[src/rtl/pe_pkg.sv]
// Shared types for the PE weight-load path.
package pe_pkg;

  typedef enum logic [1:0] {
    PE_LD_IDLE,
    PE_LD_LOAD,
    PE_LD_DONE
  } pe_ld_state_e;

endpackage

[src/rtl/binary_decoder.sv]
// Binary-to-one-hot decoder with enable; all-zero output when disabled.
module binary_decoder #(
  parameter int ADDR_WIDTH = 3
) (
  input  logic [ADDR_WIDTH-1:0]      addr,
  input  logic                       en,
  output logic [(1<<ADDR_WIDTH)-1:0] dec
);

  always_comb begin
    // NOTE: default-assign every combinational output first so no path infers a latch.
    dec = '0;
    if (en) dec[addr] = 1'b1;
  end

endmodule

[src/rtl/pe_weight_load_ctrl.sv]
// Streams a burst of weight words into consecutive PE slots starting at a base
// address, producing a registered one-hot write-enable and a done pulse.
module pe_weight_load_ctrl
  import pe_pkg::*;
#(
  parameter int ADDR_WIDTH = 3,
  parameter int DATA_WIDTH = 8
) (
  input  logic                       clk,
  input  logic                       rst_n,
  input  logic                       start,
  input  logic [ADDR_WIDTH-1:0]      base_addr,
  input  logic [ADDR_WIDTH:0]        num_words,
  input  logic                       abort,
  input  logic                       in_valid,
  input  logic [DATA_WIDTH-1:0]      in_data,
  output logic                       in_ready,
  output logic [(1<<ADDR_WIDTH)-1:0] wr_en,
  output logic [DATA_WIDTH-1:0]      wr_data,
  output logic                       busy,
  output logic                       done
);

  localparam int                  NSLOT   = 1 << ADDR_WIDTH;
  localparam logic [ADDR_WIDTH:0] NSLOT_W = (ADDR_WIDTH+1)'(NSLOT);
  localparam logic [ADDR_WIDTH:0] ONE_W   = (ADDR_WIDTH+1)'(1);

  pe_ld_state_e          state;
  logic [ADDR_WIDTH-1:0] addr;
  logic [ADDR_WIDTH:0]   remaining;
  logic [ADDR_WIDTH:0]   start_count;
  logic [NSLOT-1:0]      dec;
  logic                  beat;

  // abort gates in_ready, so an aborted cycle can never produce a beat or a write.
  assign in_ready    = (state == PE_LD_LOAD) && !abort;
  assign beat        = in_valid && in_ready;
  assign busy        = (state != PE_LD_IDLE);
  assign start_count = (num_words > NSLOT_W) ? NSLOT_W : num_words;

  binary_decoder #(.ADDR_WIDTH(ADDR_WIDTH)) u_dec (
    .addr (addr),
    .en   (beat),
    .dec  (dec)
  );

  always_ff @(posedge clk or negedge rst_n) begin
    if (!rst_n) begin
      state     <= PE_LD_IDLE;
      addr      <= '0;
      remaining <= '0;
      wr_en     <= '0;
      wr_data   <= '0;
      done      <= 1'b0;
    end else begin
      // NOTE: all state updates use non-blocking assignments so every register samples pre-edge values.
      wr_en <= dec;
      done  <= 1'b0;
      if (beat) wr_data <= in_data;

      unique case (state)
        PE_LD_IDLE: begin
          if (start) begin
            addr      <= base_addr;
            remaining <= start_count;
            if (start_count == '0) begin
              state <= PE_LD_DONE;
              done  <= 1'b1;
            end else begin
              state <= PE_LD_LOAD;
            end
          end
        end
        PE_LD_LOAD: begin
          if (abort) begin
            state <= PE_LD_IDLE;
          end else if (beat) begin
            addr      <= addr + 1'b1;
            remaining <= remaining - ONE_W;
            if (remaining == ONE_W) begin
              state <= PE_LD_DONE;
              done  <= 1'b1;
            end
          end
        end
        PE_LD_DONE: state <= PE_LD_IDLE;
        default:    state <= PE_LD_IDLE;
      endcase
    end
  end

endmodule

[config.mk]
export PLATFORM = sky130hd
export DESIGN_NAME = pe_weight_load_ctrl
export DESIGN_NICKNAME = d
export VERILOG_FILES = /design/src/rtl/pe_pkg.sv /design/src/rtl/binary_decoder.sv /design/src/rtl/pe_weight_load_ctrl.sv
export SDC_FILE = /design/constraint.sdc
export NUM_CORES = 1
export LEC_CHECK = 0
export CAP_MARGIN = 20
export CORE_AREA = 3 3 52 64
export DETAILED_ROUTE_END_ITERATION = 8
export DIE_AREA = 0 0 55 67
export PLACE_DENSITY = 0.75
export SLEW_MARGIN = 0
export SYNTH_ARGS = -nofsm -noshare
export SYNTH_HDL_FRONTEND = slang
export SYNTH_HIERARCHICAL = 1
export SYNTH_SLANG_ARGS = --single-unit
export TNS_END_PERCENT = 30
[constraint.sdc]
create_clock -name clk -period 2.4 [get_ports clk]
set_clock_uncertainty 0.2 [all_clocks]
set_input_delay 0.36 -clock clk [delete_from_list [all_inputs] [get_ports clk]]
set_output_delay 0.36 -clock clk [all_outputs]
set_load 0.02 [all_outputs]
=== Word-level counts from Yosys, hierarchy flattened ===
Cells that the tools add are included.

* Add/sub/neg operators: 2
* Muxes and demuxes: 24
* Equal/unequal tests: 7
* Reduce and logical (&&, ||, !) cells: 10
* $lt $le $gt $ge: 3

{| class="wikitable"
|+ Operators by type and width
! operator !! number
|-
| two-way mux 4 bit || 4
|-
| two-way mux 2 bit || 5
|-
| two-way mux 3 bit || 3
|-
| two-way mux 8 bit || 1
|-
| one-hot mux 4 bit (2 select lines) || 1
|-
| two-way mux 1 bit || 6
|-
| inequality test 2 bit (second input constant) || 3
|-
| one-hot mux 3 bit (2 select lines) || 1
|-
| == test 4 x 1 -> 1 bit (second input constant) || 1
|-
| > comparator 4 bit (second input constant) || 1
|-
| logical NOT 4 bit || 1
|-
| < comparator 3 x 4 -> 1 bit (second input constant) || 1
|-
| one-hot mux 2 bit (2 select lines) || 1
|-
| AND reduction 4 bit || 1
|-
| nonzero test 2 bit || 2
|-
| subtractor 4 x 1 -> 4 bit (second input constant) || 1
|-
| adder 3 x 1 -> 3 bit (second input constant) || 1
|-
| demux 1 bit (select 3 bit) || 1
|-
| greater-or-equal comparator 3 x 1 -> 1 bit (second input constant) || 1
|-
| logical AND 1 bit || 3
|-
| inequality test 3 x 2 -> 1 bit (second input constant) || 1
|-
| inequality test 3 bit (second input constant) || 1
|-
| AND reduction 3 bit || 1
|-
| == test 2 x 1 -> 1 bit (second input constant) || 1
|-
| other kinds (3) || 3
|}

* Bits in registers: 26

=== Depth between registers and ports, before layout ===
Gate-level depths: netlist (run 1).

* Depth in word-level cells: 6
* Depth in mapped cells: 5

=== Modules after synthesis ===
Netlist (run 1), hierarchy kept.

{| class="wikitable"
|+ Modules (own cells, without submodules)
! module !! times used !! cells an instance !! area each (sq um)
|-
| pe_weight_load_ctrl || 1 || 84 || 1,134.8
|-
| binary_decoder || 1 || 8 || 95.1
|}

=== Worst setup path before layout (run 1) ===
Ideal clock, no wire load.

* Path kind: register to register
* From: register state[1]
* To: register wr_data[4]
* Arrival time: 1,386 ps
* Setup slack: 689 ps
* Path buffers: 2
* Required time: 2,075 ps
* Stages on the path, launching flop included: 5
* Cells stage by stage: dfrtp_1 -> nor4bb_4 -> buf_6 -> buf_6 -> mux2_2

* Longest elaborated chain between the ends: 3

{| class="wikitable"
|+ RTL lines
! element !! RTL line !! source
|-
| from (decl) || pe_weight_load_ctrl.sv:28 || <nowiki>pe_ld_state_e state;</nowiki>
|-
| from (signal assigned) || pe_weight_load_ctrl.sv:49 || <nowiki>state <= PE_LD_IDLE;</nowiki>
|-
| from (signal assigned) || pe_weight_load_ctrl.sv:67 || <nowiki>state <= PE_LD_DONE;</nowiki>
|-
| from (signal assigned) || pe_weight_load_ctrl.sv:70 || <nowiki>state <= PE_LD_LOAD;</nowiki>
|-
| == test 2 x 1 -> 1 bit || pe_weight_load_ctrl.sv:36 || <nowiki>assign in_ready = (state == PE_LD_LOAD) && !abort;</nowiki>
|-
| logical AND 1 bit || pe_weight_load_ctrl.sv:36 ||
|-
| logical AND 1 bit || pe_weight_load_ctrl.sv:37 || <nowiki>assign beat = in_valid && in_ready;</nowiki>
|-
| via beat || pe_weight_load_ctrl.sv:33 || <nowiki>logic beat;</nowiki>
|-
| to (signal assigned) || pe_weight_load_ctrl.sv:59 || <nowiki>if (beat) wr_data <= in_data;</nowiki>
|-
| to (decl) || pe_weight_load_ctrl.sv:19 || <nowiki>output logic [DATA_WIDTH-1:0] wr_data,</nowiki>
|}

The timed path passes the listed nets, and every way through them passes these cells.
A chain may end at the register's enable or synchronous reset.

=== Final worst setup path (run 1) ===
* From: register state[0]
* To: output port busy

* Longest elaborated chain between the ends: 1

{| class="wikitable"
|+ RTL lines
! element !! RTL line !! source
|-
| nonzero test 2 bit || pe_weight_load_ctrl.sv:38 || <nowiki>assign busy = (state != PE_LD_IDLE);</nowiki>
|-
| to (decl) || pe_weight_load_ctrl.sv:20 || <nowiki>output logic busy,</nowiki>
|}

No other way between the ends.

==> summary.md, run 1 <==
| Metric | Value |
|---|---|
| Register-to-Register Setup Slack | `0.60 ns` |
| Switching Fraction | `0.345` |
| RSZ-0062 raised after global routing | `no` |
| Max-slew headroom | `0.685` |
| Number of hold-repair buffers added at the cts stage | `0` |
| Internal power component | `~1.0 mW` |
| Post-CTS Resized | `1` |
| Die width | `55 µm` |
| Area delta synth->final | `38.5%` |
| Period utilization | `0.888` |
| Net Count, Synth | `115` |
| IR Drop Worst-Case VDD | `approximately 0.47 mV` |
| Core Area | `2790 µm²` |
| Via count of the first global-routing pass | `between 900 and 1,000` |
| Number of hold violations in the final report | `0` |
| Number of fill cells in the layout | `~240` |
| Max-slew violations | `0` |
| Avg Cell Area, Syn | `13.4 µm²` |
| Input/output buffers | `38` |
| Fin Setup TNS | `0 ns` |
| Crit start category | `register` |
| Maximum level of the CTS H-tree | `1` |
| Row count | `21` |
| Total overflow reported by the global router | `0` |
| Cells along the critical path | `nor2_1 > inv_1 > clkdlybuf4s50_1` |
| Crit path capture type | `primary output` |
| Fraction of synthesis flops using an asynchronous set or reset pin | `1.00` |
| Number of antenna violations at the first check in global routing | `0` |
| Number of buffers added for setup after CTS | `0` |
| Top area cells in the synthesized netlist | `dfrtp_1 53%, mux2_2 10%, ha_1 3.1%, o2bb2ai_1 2.1%, and4bb_1 2.0%` |
| Status | `completed` |
| Worst-margin pin slew | `0.468 ns` |
| Final net count | `160` |
| Number of buffers created by CTS | `3` |
| Post-CTS clock slew at the launch and capture registers of the worst setup and hold paths | `0.14 ns` |
| Die span in y | `around 67 µm` |
| Pre-Repair DR Iteration Count | `4` |
| Sequential share of power | `0.439` |
| Estimated wirelength of the detail-placed design | `around 1700 µm` |
| Number of cells on the worst reg-to-reg path | `4` |
| Distinct cell type count of the synthesized netlist | `34` |
| Cell types with the highest counts after synthesis | `26 x dfrtp_1, 11 x mux2_2, 4 x nand2_1, 4 x o22ai_1` |
| Proportion of layout cells with a drive suffix above 1 | `0.213` |
| Dominant register cell in the synthesized netlist | `dfrtp_1` |
| Leading cell type by number of instances after synthesis | `dfrtp_1` |
| Synth top area share | `0.529` |
| DRT antenna net count | `0` |
| Clock Sink Count | `26` |
| Wire per inst | `between 10 and 15 µm` |
| Number of max-capacitance violations reported | `0` |
| TritonCTS clock tree | `yes` |
| Final setup violating endpoints | `0` |
| Required time reported for the critical path endpoint | `1.84 ns` |
| CP peak stage delay | `a little under 0.6 ns` |
| Number of standard cells after synthesis | `92` |
| Highest Clock Rate | `around 470 MHz` |
| Clock root buffer master | `clkbuf_4` |
| Violation count after the first detailed-route iteration | `47` |
| Count of flip-flops with a built-in enable after synthesis | `0` |
| Arrival time at the worst endpoint | `1.57 ns` |
| Vias per Instance | `5.25` |
| Diode insertion count for antenna repair | `0` |
| R2R Path End | `remaining[2]` |
| Worst Setup SP | `state[0]` |
| Fraction of the yosys area taken by sequential cells | `0.529` |
| RePlAce Congestion | `just under 0.8` |
| First-pass GRT wire length | `3750 µm` |
| Static leakage | `0.751 nW` |
| Class of the tightest hold or removal check | `in2async` |
| Reg-to-reg critical path startpoint | `state[1]` |
| Register area | `652 µm²` |
| Switching power of the nets | `0.549 mW` |
| IO Count | `39` |
| Placed cell count | `around 170` |
| P per Cell Area | `934 nW/µm²` |
| Max stage delay cell, worst path | `clkdlybuf4s50_1` |
| Worst setup path category | `reg2out` |
| Routed via count | `slightly below 900` |
| Post-layout minimum cycle time | `2.13 ns` |
| Combined area of all synthesized cells | `1230 µm²` |
| Multi-input gate area in the final layout | `roughly 540 µm²` |
| Routed wire length | `roughly 2300 µm` |
| Flop and latch count out of synthesis | `26` |
| Crit-path max FO | `7` |
| Clk Latency, worst-skew pair | `approximately 0.31 ns` |
| Max clock buf depth | `2` |
| Cell type with the highest aggregate area in the netlist | `dfrtp_1` |
| Number of design rule violations left after detail routing | `0` |
| Clock share of power | `0.134` |
| Starting utilization of the core area | `0.442` |
| Total number of yosys warnings | `6` |
| Die ar. | `3690 µm²` |
| Global routing usage summed across all routing layers | `0.139` |
| Combinational Power Share | `0.427` |
| Maximum number of pins on one net before global-route repair | `27` |
| Non-Filler Instances | `170` |
==> metal layers <==
layer,vias to the layer above,part of all wire,global-route usage
met5,-,0,0
met4,0,0.015,0.0669
met3,4,0.069,0.0246
met2,34,0.49,0.232
met1,419,0.43,0.166
li1,436,-,-
==> layout by cell type (no fill, tap or decap), types with 3 or more instances in the layout <==
cell             count
nand2_1              4
clkdlybuf4s50_1     37
o22ai_1              4
ha_1                 3
buf_4                5
nor2_1               3
clkbuf_4             3
o2bb2ai_1            3
inv_1                3
dfrtp_1             25
mux2_2              11
==> metrics by stage <==
stage | util | worst slack, ns | total power, mW | hold WS, ns | cell area, µm²
detailed placement | 0.597 | 0.215 | 1.40 | 0.295 | 1660
global route | 0.611 | 0.187 | 1.71 | 0.217 | 1700
floorplan | - | 0.689 | 1.11 | -0.136 | 1230
CTS | 0.611 | 0.0436 | 1.61 | 0.203 | 1700
finish | 0.611 | 0.270 | 1.59 | 0.201 | 1700
global placement | 0.597 | 0.245 | 1.38 | 0.289 | 1660
==> power groups by stage <==
stage	sequential, mW	clock, mW	combinational (mW)
after floorplan	0.770	0	0.335
after detailed placement	0.707	0	0.688
after global routing	0.720	0.245	0.746
final	0.698	0.213	0.679
after CTS	0.698	0.224	0.689
after global placement	0.699	0	0.676
==> worst max-delay path: cells and delay by family (launching register included) <==
kind / cells / cell delay, ns
flops: 1 / 0.52
simple gates: 1 / 0.09
buf+inv: 2 / 0.65
==> registers in the layout (all words and copies together), names as in the netlist <==
name / count
addr: 3
done: 1
remaining: 4
state: 2
wr_data: 8
wr_en: 8
==> kinds of logic (layout without fill, tap and decap cells) <==
kind of cell	Yosys count	after routing	synth area share
simple gates	29	29	0.202
fa+ha+maj	3	3	0.0305
buf+inv	6	50	0.0315
mux	13	13	0.117
compound gates	15	15	0.0895
flops	26	26	0.529
==> how the worst max path moves through the flow <==
stage,end
after floorplan,wr_data[4]
after global placement,in_ready
after detailed placement,in_ready
after CTS,in_ready
after global routing,busy
final,busy
==> layout make-up <==
| class | instances | share of cell area |
|---|---|---|
| multi-input combinational | 60 | 0.317 |
| tap | 34 | 0.0250 |
| clock buffer | 4 | 0.0213 |
| timing repair buffer | 43 | 0.247 |
| sequential | 26 | 0.383 |
| inverter | 3 | 0.00661 |
No activity file was read; power rests on OpenSTA's default activity.
==> run 2: changes to the inputs <==
--- a/config.mk
+++ b/config.mk
@@ -9,7 +9,7 @@
 export CORE_AREA = 3 3 52 64
 export DETAILED_ROUTE_END_ITERATION = 8
 export DIE_AREA = 0 0 55 67
-export PLACE_DENSITY = 0.75
+export PLACE_DENSITY = 0.82
 export SLEW_MARGIN = 0
 export SYNTH_ARGS = -nofsm -noshare
 export SYNTH_HDL_FRONTEND = slang
==> summary.md, run 2 (same netlist as run 1, synthesis figures left out) <==
| Metric | Value |
|---|---|
| Post-CTS clock slew at the launch and capture registers of the worst setup and hold paths | `about 0.12 ns` |
| Routed wire length | `2430 µm` |
| Dpl cell area | `1680 µm²` |
| Clock root buffer master | `clkbuf_4` |
| Wire per inst | `14.4 µm` |
| Core Area | `2790 µm²` |
| Clk Latency, worst-skew pair | `~0.30 ns` |
| Area delta synth->final | `37.9%` |
| DRT antenna net count | `0` |
| Status | `completed` |
| Routed via count | `just under 900` |
| Period utilization | `0.911` |
| Die span in y | `67 µm` |
| Worst-margin pin slew | `0.473 ns` |
| Arrival time at the worst endpoint | `1.63 ns` |
| Number of design rule violations left after detail routing | `0` |
| Worst setup path category | `reg2out` |
| Leading cell types in the layout, fill and taps excluded | `37 x clkdlybuf4s50_1, 26 x dfrtp_1, 11 x mux2_2` |
| Most common cell after layout, fill and taps aside | `clkdlybuf4s50_1` |
| Crit start category | `register` |
| Required time reported for the critical path endpoint | `around 1.8 ns` |
| Highest Clock Rate | `457 MHz` |
| Global routing usage summed across all routing layers | `0.147` |
| Violation count after the first detailed-route iteration | `7` |
| Pre-Repair DR Iteration Count | `4` |
| IR Drop Worst-Case VDD | `0.627 mV` |
| Final net count | `160` |
| Number of hold-repair buffers added at the cts stage | `0` |
| Fin Setup TNS | `0 ns` |
| Input/output buffers | `38` |
| Maximum level of the CTS H-tree | `1` |
| Diode insertion count for antenna repair | `0` |
| Proportion of layout cells with a drive suffix above 1 | `0.200` |
| Max clock buf depth | `2` |
| Number of buffers added for setup after CTS | `0` |
| Static leakage | `roughly 0.74 nW` |
| Number of max-capacitance violations reported | `0` |
| Vias per Instance | `5.28` |
| Clock Sink Count | `26` |
| Via count of the first global-routing pass | `a little under 900` |
| Crit-path max FO | `7` |
| First-pass GRT wire length | `3880 µm` |
| Largest registers in the final layout | `wr_data x8, wr_en x8, remaining x4` |
| Reg-to-reg critical path startpoint | `state[1]` |
| Final setup violating endpoints | `0` |
| Number of buffers created by CTS | `3` |
| Post-layout minimum cycle time | `2.19 ns` |
| Starting utilization of the core area | `0.442` |
| Maximum number of pins on one net before global-route repair | `27` |
| P per Cell Area | `917 nW/µm²` |
| Crit path capture type | `primary output` |
| RePlAce Congestion | `around 0.73` |
| Number of hold violations in the final report | `0` |
| TritonCTS clock tree | `yes` |
| Die width | `55 µm` |
| Total overflow reported by the global router | `0` |
| Number of fill cells in the layout | `235` |
| Total non-filler cell area in the finished layout | `1700 µm²` |
| Die ar. | `~3700 µm²` |
| Number of antenna violations at the first check in global routing | `0` |
| Estimated wirelength of the detail-placed design | `a little under 2000 µm` |
| RSZ-0062 raised after global routing | `no` |
| IO Count | `39` |
| Max-slew violations | `0` |
| Row count | `21` |
| Max-slew headroom | `0.682` |
| Worst Setup SP | `state[1]` |
| Class of the tightest hold or removal check | `in2async` |
==> run 2: cell count changes in the layout (fill, tap and decap cells not counted) <==
cell	delta
buf_12	+1
buf_4	-1
clkbuf_8	-1
dfrtp_1	+1
dfrtp_2	-1
dlygate4sd2_1	+1
dlymetal6s2s_1	-1
==> run 2: stage by stage <==
stage / utilization / hold WS, ns / setup WS, ns / std cells / power, mW
after floorplan: - / -0.136 / 0.689 / 92 / 1.11
final: 0.609 / 0.200 / 0.214 / 169 / 1.56
after detailed placement: 0.602 / 0.296 / 0.215 / 166 / 1.41
after global placement: 0.602 / 0.290 / 0.235 / 166 / 1.38
after global routing: 0.609 / 0.218 / 0.120 / 169 / 1.67
after CTS: 0.609 / 0.199 / 0.197 / 169 / 1.57
==> run 2: repair_timing <==
action | CTS | global route
resized for setup | 1 | 0
hold endpoints to repair | 0 | 0
setup endpoints to repair | 1 | 0
==> run 2: final timing paths <==
| check | endpoint | slack [ns] | cells after the start |
|---|---|---|---|
| max | busy | 0.21 | 3 |
| max reg2reg | remaining[2] | 0.56 | 4 |
| max in group asynchronous | wr_data[6] | 1.57 | 2 |
| min reg2reg | wr_data[5] | 0.32 | 1 |
| min in group clk | wr_data[5] | 0.32 | 1 |
| min | wr_en[6] | 0.20 | 2 |
==> run 2: routing by layer <==
metal / part of all wire / GRT usage
met3: 0.059 / 0.0246
met2: 0.54 / 0.266
met4: 0.016 / 0.0760
met5: 0 / 0
met1: 0.39 / 0.156
==> run 2: worst max-delay path, stage by stage, from the launching register on <==
cell	delay (ns)
dfrtp_1	0.56
nor2_1	0.11
inv_1	0.07
clkdlybuf4s50_1	0.59
==> run 2: final cells by class <==
cell class	instances	area, µm²	area share
inverter	3	11.3	0.00664
clock buffer	3	22.5	0.0133
multi-input combinational	60	541	0.319
sequential	26	651	0.383
tap	34	42.5	0.0251
timing repair buffer	43	429	0.253
==> run 2: power by group <==
group          switching, mW  internal, mW  leakage, nW
sequential             0.128         0.569        0.330
combinational          0.308         0.382        0.393
clock                  0.109        0.0586       0.0138
total                  0.546          1.01        0.737
==> run 3: changes to the inputs <==
--- a/config.mk
+++ b/config.mk
@@ -5,7 +5,6 @@
 export SDC_FILE = /design/constraint.sdc
 export NUM_CORES = 1
 export LEC_CHECK = 0
-export CAP_MARGIN = 20
 export CORE_AREA = 3 3 52 64
 export DETAILED_ROUTE_END_ITERATION = 8
 export DIE_AREA = 0 0 55 67
==> results of run 3 <==
Same layout as run 2: the final DEF is identical, and so are final timing and power.
